**src/rtl/conv_window_scheduler.sv**
```systemverilog
// Walks every valid 3x3 output position in raster order, issuing one engine job per
// position and writing each result to the output SRAM under a ready/valid handshake.
module conv_window_scheduler #(
  parameter int unsigned IMG_W          = 8,
  parameter int unsigned IMG_H          = 8,
  parameter int unsigned KERNEL_SIZE    = 3,
  parameter int unsigned DATA_WIDTH     = 8,
  parameter int unsigned ADDR_WIDTH     = 6,
  parameter int unsigned OUT_ADDR_WIDTH = 6,
  parameter int unsigned TIMEOUT        = 255
) (
  input  logic                      i_clk,
  input  logic                      i_rst_n,
  input  logic                      i_start,
  input  logic                      i_abort,
  output logic                      o_eng_start,
  output logic                      o_eng_load_kernel,
  output logic [ADDR_WIDTH-1:0]     o_eng_base_addr,
  input  logic                      i_eng_done,
  input  logic [DATA_WIDTH-1:0]     i_eng_result,
  output logic                      o_wr_valid,
  output logic [OUT_ADDR_WIDTH-1:0] o_wr_addr,
  output logic [DATA_WIDTH-1:0]     o_wr_data,
  input  logic                      i_wr_ready,
  output logic                      o_busy,
  output logic                      o_done,
  output logic                      o_error
);

  localparam int unsigned OutW = IMG_W - KERNEL_SIZE + 1;
  localparam int unsigned OutH = IMG_H - KERNEL_SIZE + 1;
  localparam int unsigned TmoW = $clog2(TIMEOUT + 1);

  localparam logic [ADDR_WIDTH-1:0]     LastCol  = ADDR_WIDTH'(OutW - 1);
  localparam logic [ADDR_WIDTH-1:0]     LastRow  = ADDR_WIDTH'(OutH - 1);
  localparam logic [ADDR_WIDTH-1:0]     AddrOne  = ADDR_WIDTH'(1);
  // Moving from the last column to column 0 of the next row skips KERNEL_SIZE pixels.
  localparam logic [ADDR_WIDTH-1:0]     WrapStep = ADDR_WIDTH'(KERNEL_SIZE);
  localparam logic [OUT_ADDR_WIDTH-1:0] OutOne   = OUT_ADDR_WIDTH'(1);
  localparam logic [TmoW-1:0]           TmoLast  = TmoW'(TIMEOUT - 1);
  localparam logic [TmoW-1:0]           TmoOne   = TmoW'(1);

  if (KERNEL_SIZE < 1) begin : gen_chk_kernel
    $error("KERNEL_SIZE must be at least 1");
  end
  if (IMG_W < KERNEL_SIZE || IMG_H < KERNEL_SIZE) begin : gen_chk_dims
    $error("IMG_W and IMG_H must be >= KERNEL_SIZE");
  end
  if (64'(IMG_W) * 64'(IMG_H) > (64'(1) << ADDR_WIDTH)) begin : gen_chk_addr
    $error("IMG_W*IMG_H does not fit in ADDR_WIDTH");
  end
  if (64'(OutW) * 64'(OutH) > (64'(1) << OUT_ADDR_WIDTH)) begin : gen_chk_out_addr
    $error("output map does not fit in OUT_ADDR_WIDTH");
  end
  if (TIMEOUT < 1) begin : gen_chk_timeout
    $error("TIMEOUT must be at least 1");
  end

  typedef enum logic [1:0] {StIdle, StIssue, StWait, StWrite} state_e;

  state_e                    state_q, state_d;
  logic [ADDR_WIDTH-1:0]     row_q, row_d;
  logic [ADDR_WIDTH-1:0]     col_q, col_d;
  logic [ADDR_WIDTH-1:0]     base_q, base_d;
  logic [OUT_ADDR_WIDTH-1:0] wr_addr_q, wr_addr_d;
  logic [DATA_WIDTH-1:0]     wr_data_q, wr_data_d;
  logic [TmoW-1:0]           tmo_q, tmo_d;
  logic                      first_q, first_d;
  logic                      error_q, error_d;
  logic                      done_q, done_d;
  logic                      last_pos;

  assign last_pos = (row_q == LastRow) && (col_q == LastCol);

  always_ff @(posedge i_clk or negedge i_rst_n) begin
    if (!i_rst_n) begin
      state_q   <= StIdle;
      row_q     <= '0;
      col_q     <= '0;
      base_q    <= '0;
      wr_addr_q <= '0;
      wr_data_q <= '0;
      tmo_q     <= '0;
      first_q   <= 1'b0;
      error_q   <= 1'b0;
      done_q    <= 1'b0;
    end else begin
      state_q   <= state_d;
      row_q     <= row_d;
      col_q     <= col_d;
      base_q    <= base_d;
      wr_addr_q <= wr_addr_d;
      wr_data_q <= wr_data_d;
      tmo_q     <= tmo_d;
      first_q   <= first_d;
      error_q   <= error_d;
      done_q    <= done_d;
    end
  end

  always_comb begin
    state_d   = state_q;
    row_d     = row_q;
    col_d     = col_q;
    base_d    = base_q;
    wr_addr_d = wr_addr_q;
    wr_data_d = wr_data_q;
    tmo_d     = tmo_q;
    first_d   = first_q;
    error_d   = error_q;
    done_d    = 1'b0;

    // Abort outranks start, done, handshake and timeout; the error flag is left alone.
    if (i_abort) begin
      state_d = StIdle;
      tmo_d   = '0;
    end else begin
      case (state_q)
        StIdle: begin
          if (i_start) begin
            state_d   = StIssue;
            row_d     = '0;
            col_d     = '0;
            base_d    = '0;
            wr_addr_d = '0;
            tmo_d     = '0;
            first_d   = 1'b1;
            error_d   = 1'b0;
          end
        end
        StIssue: begin
          first_d = 1'b0;
          state_d = StWait;
        end
        StWait: begin
          if (i_eng_done) begin
            wr_data_d = i_eng_result;
            tmo_d     = '0;
            state_d   = StWrite;
          end else if (tmo_q == TmoLast) begin
            error_d = 1'b1;
            tmo_d   = '0;
            state_d = StIdle;
          end else begin
            tmo_d = tmo_q + TmoOne;
          end
        end
        StWrite: begin
          if (i_wr_ready) begin
            if (last_pos) begin
              done_d  = 1'b1;
              state_d = StIdle;
            end else begin
              state_d   = StIssue;
              wr_addr_d = wr_addr_q + OutOne;
              if (col_q == LastCol) begin
                col_d  = '0;
                row_d  = row_q + AddrOne;
                base_d = base_q + WrapStep;
              end else begin
                col_d  = col_q + AddrOne;
                base_d = base_q + AddrOne;
              end
            end
          end
        end
        default: state_d = StIdle;
      endcase
    end
  end

  // Strobes are masked by abort so nothing is issued or written in the abort cycle.
  assign o_eng_start       = (state_q == StIssue) && !i_abort;
  assign o_eng_load_kernel = o_eng_start && first_q;
  assign o_eng_base_addr   = base_q;
  assign o_wr_valid        = (state_q == StWrite) && !i_abort;
  assign o_wr_addr         = wr_addr_q;
  assign o_wr_data         = wr_data_q;
  assign o_busy            = (state_q != StIdle);
  assign o_done            = done_q;
  assign o_error           = error_q;

endmodule
```
**config.mk**
```make
export PLATFORM = sky130hd
export DESIGN_NAME = conv_window_scheduler
export DESIGN_NICKNAME = d
export VERILOG_FILES = /design/src/rtl/conv_window_scheduler.sv
export SDC_FILE = /design/constraint.sdc
export NUM_CORES = 1
export LEC_CHECK = 0
export BUFFER_PORTS_ARGS = -buffer_cell sky130_fd_sc_hd__buf_4
export CAP_MARGIN = 20
export CORE_MARGIN = 5
export CORE_UTILIZATION = 55
export DETAILED_ROUTE_END_ITERATION = 16
export MAX_ROUTING_LAYER = met4
export PLACE_DENSITY = 0.81
export SLEW_MARGIN = 5
export SYNTH_ARGS = -nofsm -noshare
export SYNTH_HDL_FRONTEND = slang
export SYNTH_SLANG_ARGS = --single-unit
```
**constraint.sdc**
```tcl
create_clock -name i_clk -period 4.6 [get_ports i_clk]
set_clock_uncertainty 0.05 [all_clocks]
set_input_delay 0.92 -clock i_clk [delete_from_list [all_inputs] [get_ports i_clk]]
set_output_delay 0.92 -clock i_clk [all_outputs]
set_load 0.03 [all_outputs]
```
# ---- Word-level counts from Yosys, hierarchy flattened
# Cells that the tools add are included.
dict set report word_totals {
  ff_bits 45
  wordCells 88
}
dict set report classes {
  add_sub_neg 6
  eq_ne 15
  mux 38
  bitwise_logic 1
  reduce_logical 18
}
# op n
set ops {}
lappend ops {{2-to-1 mux 6 bit} 12}
lappend ops {{one-hot mux 6 bit (2 select lines)} 4}
lappend ops {{2-to-1 mux 8 bit} 4}
lappend ops {{adder 6 x 1 -> 6 bit, second input constant} 4}
lappend ops {{one-hot mux 8 bit (2 select lines)} 1}
lappend ops {{== test 6 x 3 -> 1 bit, second input constant} 2}
lappend ops {{!= test 2 bit, second input constant} 6}
lappend ops {{2-to-1 mux 2 bit} 5}
lappend ops {{AND reduction 5 bit} 2}
lappend ops {{2-to-1 mux 1 bit} 9}
lappend ops {{AND reduction 3 bit} 3}
lappend ops {{adder 8 x 1 -> 8 bit, second input constant} 1}
lappend ops {{== test 8 bit, second input constant} 1}
lappend ops {{one-hot mux 2 bit (4 select lines)} 1}
lappend ops {{nonzero test 2 bit} 4}
lappend ops {{adder 6 x 2 -> 6 bit, second input constant} 1}
lappend ops {{!= test 3 bit, second input constant} 2}
lappend ops {{AND reduction 6 bit} 1}
lappend ops {{== test 2 bit, second input constant} 2}
lappend ops {{logical AND 1 bit} 4}
lappend ops {{!= test 4 bit, second input constant} 1}
lappend ops {{one-hot mux 1 bit (2 select lines)} 2}
lappend ops {{nonzero test 3 bit} 1}
lappend ops {{== test 2 x 1 -> 1 bit, second input constant} 1}
lappend ops {{4 further kinds} 4}

# ---- Logic depth before layout (Yosys ltp)
# Gate-level depths: netlist of the first run.
dict set report depth {
  depth_word 6
  mapped_depth 10
  ltp_nobuf 10
}

# ---- Worst setup path after synthesis of the first run
# Ideal clock, no wire load.
dict set report synth_timing {
  path_type {input to output}
  startpoint {input port i_abort}
  endpoint {output port o_eng_load_kernel}
  arrival_ps 1996
  required_time_ps 3630
  path_slack_ps 1634
  stages 3
  path_cell_list {clkbuf_1 > nor2b_1 > and2_1}
}
dict set report synth_between {
  elab_chain_cells 3
}
# item line_no
set synth_rtl {}
lappend synth_rtl {{from (decl)} 15} ;# input logic i_abort,
lappend synth_rtl {{zero test 1 bit} 173} ;# assign o_eng_start = (state_q == StIssue) && !i_abort;
lappend synth_rtl {{logical AND 1 bit} 173}
lappend synth_rtl {{net o_eng_start} 16} ;# output logic o_eng_start,
lappend synth_rtl {{logical AND 1 bit} 174} ;# assign o_eng_load_kernel = o_eng_start && first_q;
lappend synth_rtl {{to (decl)} 17} ;# output logic o_eng_load_kernel,
# The timed path passes the listed nets, and every way through them passes these cells.

# ---- Final worst setup path of the first run
dict set report layout_timing {
  startpoint {register state_q[0]}
  endpoint {register base_q[5] (netlist: o_eng_base_addr[5])}
}
dict set report layout_between {
  elab_chain_cells 3
}
# item line_no
set layout_rtl {}
lappend layout_rtl {{from (decl)} 61} ;# state_e state_q, state_d;
lappend layout_rtl {{from (signal assigned)} 77} ;# state_q <= StIdle;
lappend layout_rtl {{from (signal assigned)} 88} ;# state_q <= state_d;
lappend layout_rtl {{== test 2 bit / zero test 2 bit (equally long branches)} 118} ;# case (state_q)
lappend layout_rtl {{!= test 2 bit (no line) / nonzero test 2 bit (equally long branches)} n/a}
lappend layout_rtl {{AND reduction 5 bit (no line)} n/a}
lappend layout_rtl {{to (signal assigned)} 91} ;# base_q <= base_d;
lappend layout_rtl {{to (decl)} 64} ;# logic [ADDR_WIDTH-1:0] base_q, base_d;
# Parallel ways exist; a longest one is shown, timed or not.
# A chain may end at the register's enable or synchronous reset.

==> results of run 1 <==
==> flip-flops by register name, indices dropped and copies added (netlist names) <==
name             flops
o_wr_addr            6
first_q              1
o_eng_base_addr      6
o_wr_data            8
row_q                6
tmo_q                8
state_q              2
o_error              1
o_done               1
col_q                6
==> cell families (layout without fill, tap and decap cells) <==
family | Yosys count | count (layout) | synth area share
simple gates | 101 | 101 | 0.221
flops | 45 | 45 | 0.467
compound gates | 35 | 35 | 0.0893
xor+xnor | 16 | 16 | 0.0581
buf+inv | 16 | 56 | 0.0311
fa+ha+maj | 14 | 14 | 0.0758
mux | 13 | 13 | 0.0581
==> report_power, final <==
| group | leakage [nW] | switching, mW | internal, mW |
|---|---|---|---|
| sequential | 0.612 | 0.0376 | 0.445 |
| clock | 0.0439 | 0.136 | 0.105 |
| combinational | 0.657 | 0.230 | 0.137 |
==> worst max-delay path, stage by stage (launching register included) <==
cell	delay, ns
dfrtp_1	0.43
inv_1	0.15
ha_1	0.24
nor2b_1	0.17
or4_4	0.64
or2_1	0.39
or3_1	0.37
a21oi_1	0.14
==> final timing paths <==
path                       slack, ns            endpoint
setup / recovery                1.94  o_eng_base_addr[5]
hold / removal                  0.46        o_wr_data[4]
setup reg to reg                1.94  o_eng_base_addr[5]
hold reg to reg                 0.46        o_wr_data[4]
max in group asynchronous       3.55        o_wr_addr[1]
min in group asynchronous       0.55            row_q[2]
==> cell type report <==
class                      count  area [um^2]
clock inverter                 3         17.5
inverter                       9         33.8
clock buffer                   5         68.8
fill                         352         1480
timing repair buffer          39          293
tap                           52         65.1
multi-input combinational    179         1210
sequential                    45         1130
==> layout by cell type (no fill, tap or decap), types with 3 or more instances in the layout <==
cell       n
inv_1      9
ha_1      13
o21ai_0   13
xnor2_1   13
or3_1      5
buf_4     39
xor2_1     3
nor3_1    12
nor2_1    30
nor3b_1    4
a21o_1     4
a21oi_1    6
mux2_2     8
nor2b_1    3
nand2_1   16
dfrtp_1   45
nand3_1    8
nand4_1    7
mux2i_1    5
clkbuf_8   5
==> routing by layer <==
layer  vias to the layer above  part of all wire
li1                        915                 -
met3                         6             0.040
met2                        49              0.48
met1                       894              0.47
met5                         -                 0
met4                         0             0.014
==> through the flow <==
step           std cells  hold slack, ns   util  power (mW)
2_1_floorplan        240           0.451      -       0.737
3_3_place_gp         324           0.440  0.635       0.850
3_5_place_dp         324           0.446  0.635       0.861
4_1_cts              332           0.467  0.655        1.10
5_1_grt              332           0.494  0.655        1.16
6_report             332           0.463  0.655        1.09
==> impl_metrics.py, run 1 <==
metrics = {
    "floorplanning": {
        "die_w_um": 76.2,
        "die_area_mm2": 0.00581,
        "rows": 24,
        "core_area_mm2": 0.00429,
        "start_util": 0.561,
        "die_y_um": 76.2,
        "io_pins": 40,
    },
    "placed_design": {
        "portBuffers": 39,
        "globalplace.congestion": 0.790,
        "place.detailed.hpwl_um": 3520,
        "post-place-ws_ns": 1.79,
        "placed_area_mm2": 0.00273,
    },
    "timing": {
        "setup_viol": 0,
        "fmax_mhz": 376,
        "relSlewSlack": 0.542,
        "fin_crit_sh": 0.579,
        "tns_ns": 0,
        "drv_slew": 0,
        "fin_ws_ns": 1.94,
        "rsz0062_at_grt": "false",
        "worst_slew_pin_slew_ns": 0.685,
        "hold_viol": 0,
        "post-route-min-period_ns": 2.66,
    },
    "clock_network": {
        "cts-resized-gates": 0,
        "root_buffer": "clkbuf_8",
        "h-tree-depth": 2,
        "clk_pin_slew_ns": 0.09,
        "cts_buffers": 5,
        "cts_tree": "yes",
        "cts.sinks": 45,
        "clockBufferDepth": 2,
        "clock_latency_ns": 0.30,
        "postCtsSetupBuffers": 0,
        "postCtsHoldBufs": 0,
    },
    "logic_synthesis": {
        "yosysTopAreaCellShare": 0.467,
        "ys_warn_count": 0,
        "avgSynthCellArea_um2": 10.0,
        "syn-cell-area_mm2": 0.00241,
        "ys_top_cells_by_count": "45 x dfrtp_1, 30 x nor2_1, 16 x nand2_1",
        "async_flop_share": 1.00,
        "synth_top_area_cell": "dfrtp_1",
        "yosysMostFrequentCell": "dfrtp_1",
        "yosys-top-cells-area": "dfrtp_1 47%, ha_1 6.7%, xnor2_1 4.7%",
        "synth_ff_type": "dfrtp_1",
        "synth_cell_types": 42,
        "syn-num-nets": 268,
        "synth_edf_count": 0,
        "syn_inst": 240,
        "ys_seq_area_frac": 0.467,
        "synth.ff_latch_count": 45,
    },
    "final_layout": {
        "drive_gt1_frac": 0.211,
        "diodes": 0,
        "nets": 307,
        "area_growth_pct": 16.7,
        "fin_area_mm2": 0.00281,
    },
    "pwr": {
        "p_leak_nw": 1.31,
        "ir_worst_vdd_mv": 0.362,
        "pwr_density_cell_mw_per_mm2": 387,
    },
    "global_route": {
        "grt_max_degree": 46,
        "gr-usage-all-layers": 0.191,
        "grt_use_met2": 0.291,
        "busiest_layer": "met2",
        "grt_util_met1": 0.249,
        "overflow": 0,
        "grt_pass1_wl_um": 8980,
        "met3_usage": 0.0414,
        "grt_pass1_vias": 1958,
        "antenna_found_initial": 0,
    },
    "routing": {
        "wl_per_cell_um": 15.0,
        "vias": 1864,
        "vias_per_cell": 5.61,
        "first_pass_iters": 4,
        "drtAntennaViolNets": 0,
        "remaining_drc_errors": 0,
        "drtIter0Drc": 132,
        "wl_um": 4970,
    },
    "critical_path": {
        "crit_path_start_kind": "flip-flop",
        "ff2ff_path_depth": 7,
        "r2r-start": "state_q[0]",
        "cp.arrival_ns": 2.84,
        "path_class": "reg -> reg",
        "startpoint": "state_q[0]",
        "cp_max_fo": 25,
        "crit_required_ns": 4.78,
        "worst_setup_path_end_kind": "flip-flop",
    },
    "min_path": {
        "holdCritPathClass": "reg -> reg",
        "holdPathStages": 1,
        "hp-start": "o_wr_data[4]",
    },
    "run_status": {
        "run_status": "completed",
    },
    "job": {
        "maxCapViolations": 0,
    },
}
(Power assumes the default switching activity.)
==> run 2, diff against run 1 <==
- clock period: 4.6 -> 2.5 ns (I/O delays scaled with it)
==> run 2 against run 1 <==
First-iteration DRC count increased by 4.5%. Register-to-register slack got worse by 1.8 ns. Critical path type unchanged. Critical endpoint unchanged. Cell count increased by 3.0%. Largest cell class unchanged. Sequential share of layout area decreased by 1.5 points. Design area increased by 3.9%. Fmax increased by 11%. Worst hold slack got worse by 0.33 ns. Total power increased by 100%.
==> impl_metrics.py, run 2 (synthesis gave the netlist of run 1 again) <==
metrics = {
    "run_status": {
        "run_status": "completed",
    },
    "pwr": {
        "ir_worst_vdd_mv": 0.638,
        "switching_power_mw": 0.757,
        "pwr-share-comb": 0.334,
        "switching_share": 0.345,
        "pwr_density_cell_mw_per_mm2": 751,
        "p_clk_frac": 0.263,
        "p_leak_nw": 1.38,
        "p_seq_frac": 0.402,
        "power.internal_mw": 1.44,
    },
    "critical_path": {
        "startpoint": "state_q[0]",
        "path_class": "reg -> reg",
        "crit_required_ns": 2.68,
        "worst_setup_path_end_kind": "flip-flop",
        "cp_max_fo": 13,
        "reg2reg_to": "o_eng_base_addr[5]",
        "r2r-start": "state_q[0]",
        "critPathCapture": "o_eng_base_addr[5]",
        "r2r_slack_ns": 0.10,
        "ff2ff_path_depth": 7,
        "crit_path_start_kind": "flip-flop",
        "cp.arrival_ns": 2.58,
    },
    "floorplanning": {
        "rows": 24,
        "io_pins": 40,
        "core_area_mm2": 0.00429,
        "die_y_um": 76.2,
        "die_w_um": 76.2,
        "start_util": 0.561,
        "die_area_mm2": 0.00581,
    },
    "placed_design": {
        "globalplace.congestion": 0.848,
        "placed_area_mm2": 0.00279,
        "place.detailed.hpwl_um": 3560,
        "place_inst": 332,
        "portBuffers": 39,
    },
    "timing": {
        "post-route-min-period_ns": 2.40,
        "worst_slew_pin_slew_ns": 0.558,
        "whs_ns": 0.136,
        "tns_ns": 0,
        "fin_crit_sh": 0.959,
        "relSlewSlack": 0.628,
        "fmax_mhz": 417,
        "rsz0062_at_grt": "false",
        "setup_viol": 0,
        "drv_slew": 0,
        "hold_viol": 0,
    },
    "final_layout": {
        "layout_commonest_cell": "buf_4",
        "nets": 317,
        "fillers": 355,
        "area_growth_pct": 21.2,
        "register_area_mm2": 0.00113,
        "post-route-util": 0.681,
        "drive_gt1_frac": 0.238,
        "diodes": 0,
        "fin_area_mm2": 0.00292,
        "layout_common_cells": "49 x buf_4, 45 x dfrtp_1, 30 x nor2_1",
        "finalNonFillerCells": 342,
        "multi_input_area_mm2": 0.00121,
    },
    "routing": {
        "drtAntennaViolNets": 0,
        "drtIter0Drc": 138,
        "vias": 1919,
        "wl_per_cell_um": 14.4,
        "remaining_drc_errors": 0,
        "first_pass_iters": 4,
        "wl_um": 4930,
        "vias_per_cell": 5.61,
    },
    "global_route": {
        "antenna_found_initial": 0,
        "gr-usage-all-layers": 0.194,
        "overflow": 0,
        "grt_max_degree": 46,
        "grt_pass1_vias": 2035,
        "grt_pass1_wl_um": 9160,
    },
    "clock_network": {
        "h-tree-depth": 2,
        "clockBufferDepth": 2,
        "cts_buffers": 5,
        "clk_pin_slew_ns": 0.08,
        "cts_tree": "yes",
        "root_buffer": "clkbuf_8",
        "postCtsHoldBufs": 0,
        "clock_latency_ns": 0.30,
        "cts.sinks": 45,
    },
    "job": {
        "maxCapViolations": 0,
    },
    "min_path": {
        "holdCritPathClass": "in -> async",
    },
}
[run 2: cell count changes in the layout (fill, tap and decap cells not counted)]
cell       change
buf_4         +10
clkinv_2       -2
bufinv_16      +1
clkbuf_8       +1
[run 2: what timing repair did]
action | in CTS | in global routing
endpoints found under the setup margin | 0 | 6
resized for setup | 0 | 0
buffers inserted | 0 | 2
[run 2: cell type report]
class	count	area share
clock buffer	6	0.0283
clock inverter	2	0.0128
inverter	9	0.0116
multi-input combinational	179	0.414
sequential	45	0.385
tap	52	0.0223
timing repair buffer	49	0.126
[run 2: critical path: stages (launching register included)]
cell,delay (ns)
dfrtp_1,0.41
inv_1,0.13
ha_1,0.25
nor2b_1,0.15
or4_4,0.57
or2_1,0.27
or3_1,0.34
a21oi_1,0.15
[run 2: stage by stage]
stage,power (mW),worst slack [ns]
finish,2.20,0.102
global route,2.34,0.00365
CTS,2.20,0.0978
detailed placement,1.62,0.111
global placement,1.60,0.191
floorplan,1.36,0.0880
[run 2: per-layer routing]
metal	routed length (um)	global-route usage	up-vias	share of wire
met5	0	-	-	0
met4	81	0.0629	0	0.016
met3	239	0.0520	6	0.048
met2	2280	0.295	42	0.46
met1	2320	0.253	939	0.47
li1	-	-	932	-
[run 2: worst min-delay path by stage]
stage	from	slack, ns	to	depth (start not counted)
floorplan	i_rst_n	0.15	col_q[0]	0
global placement	o_wr_data[2]	0.44	o_wr_data[2]	1
detailed placement	o_wr_data[1]	0.45	o_wr_data[1]	1
CTS	i_rst_n	0.15	col_q[0]	1
global route	i_rst_n	0.19	o_eng_base_addr[4]	1
finish	i_rst_n	0.14	row_q[5]	1
[run 2: power by group through the flow]
stage / sequential, mW / combinational [mW] / clock (mW)
2_1_floorplan: 1.03 / 0.326 / 0
3_3_place_gp: 0.891 / 0.705 / 0
3_5_place_dp: 0.897 / 0.721 / 0
4_1_cts: 0.884 / 0.724 / 0.595
5_1_grt: 0.899 / 0.801 / 0.641
6_report: 0.883 / 0.734 / 0.578
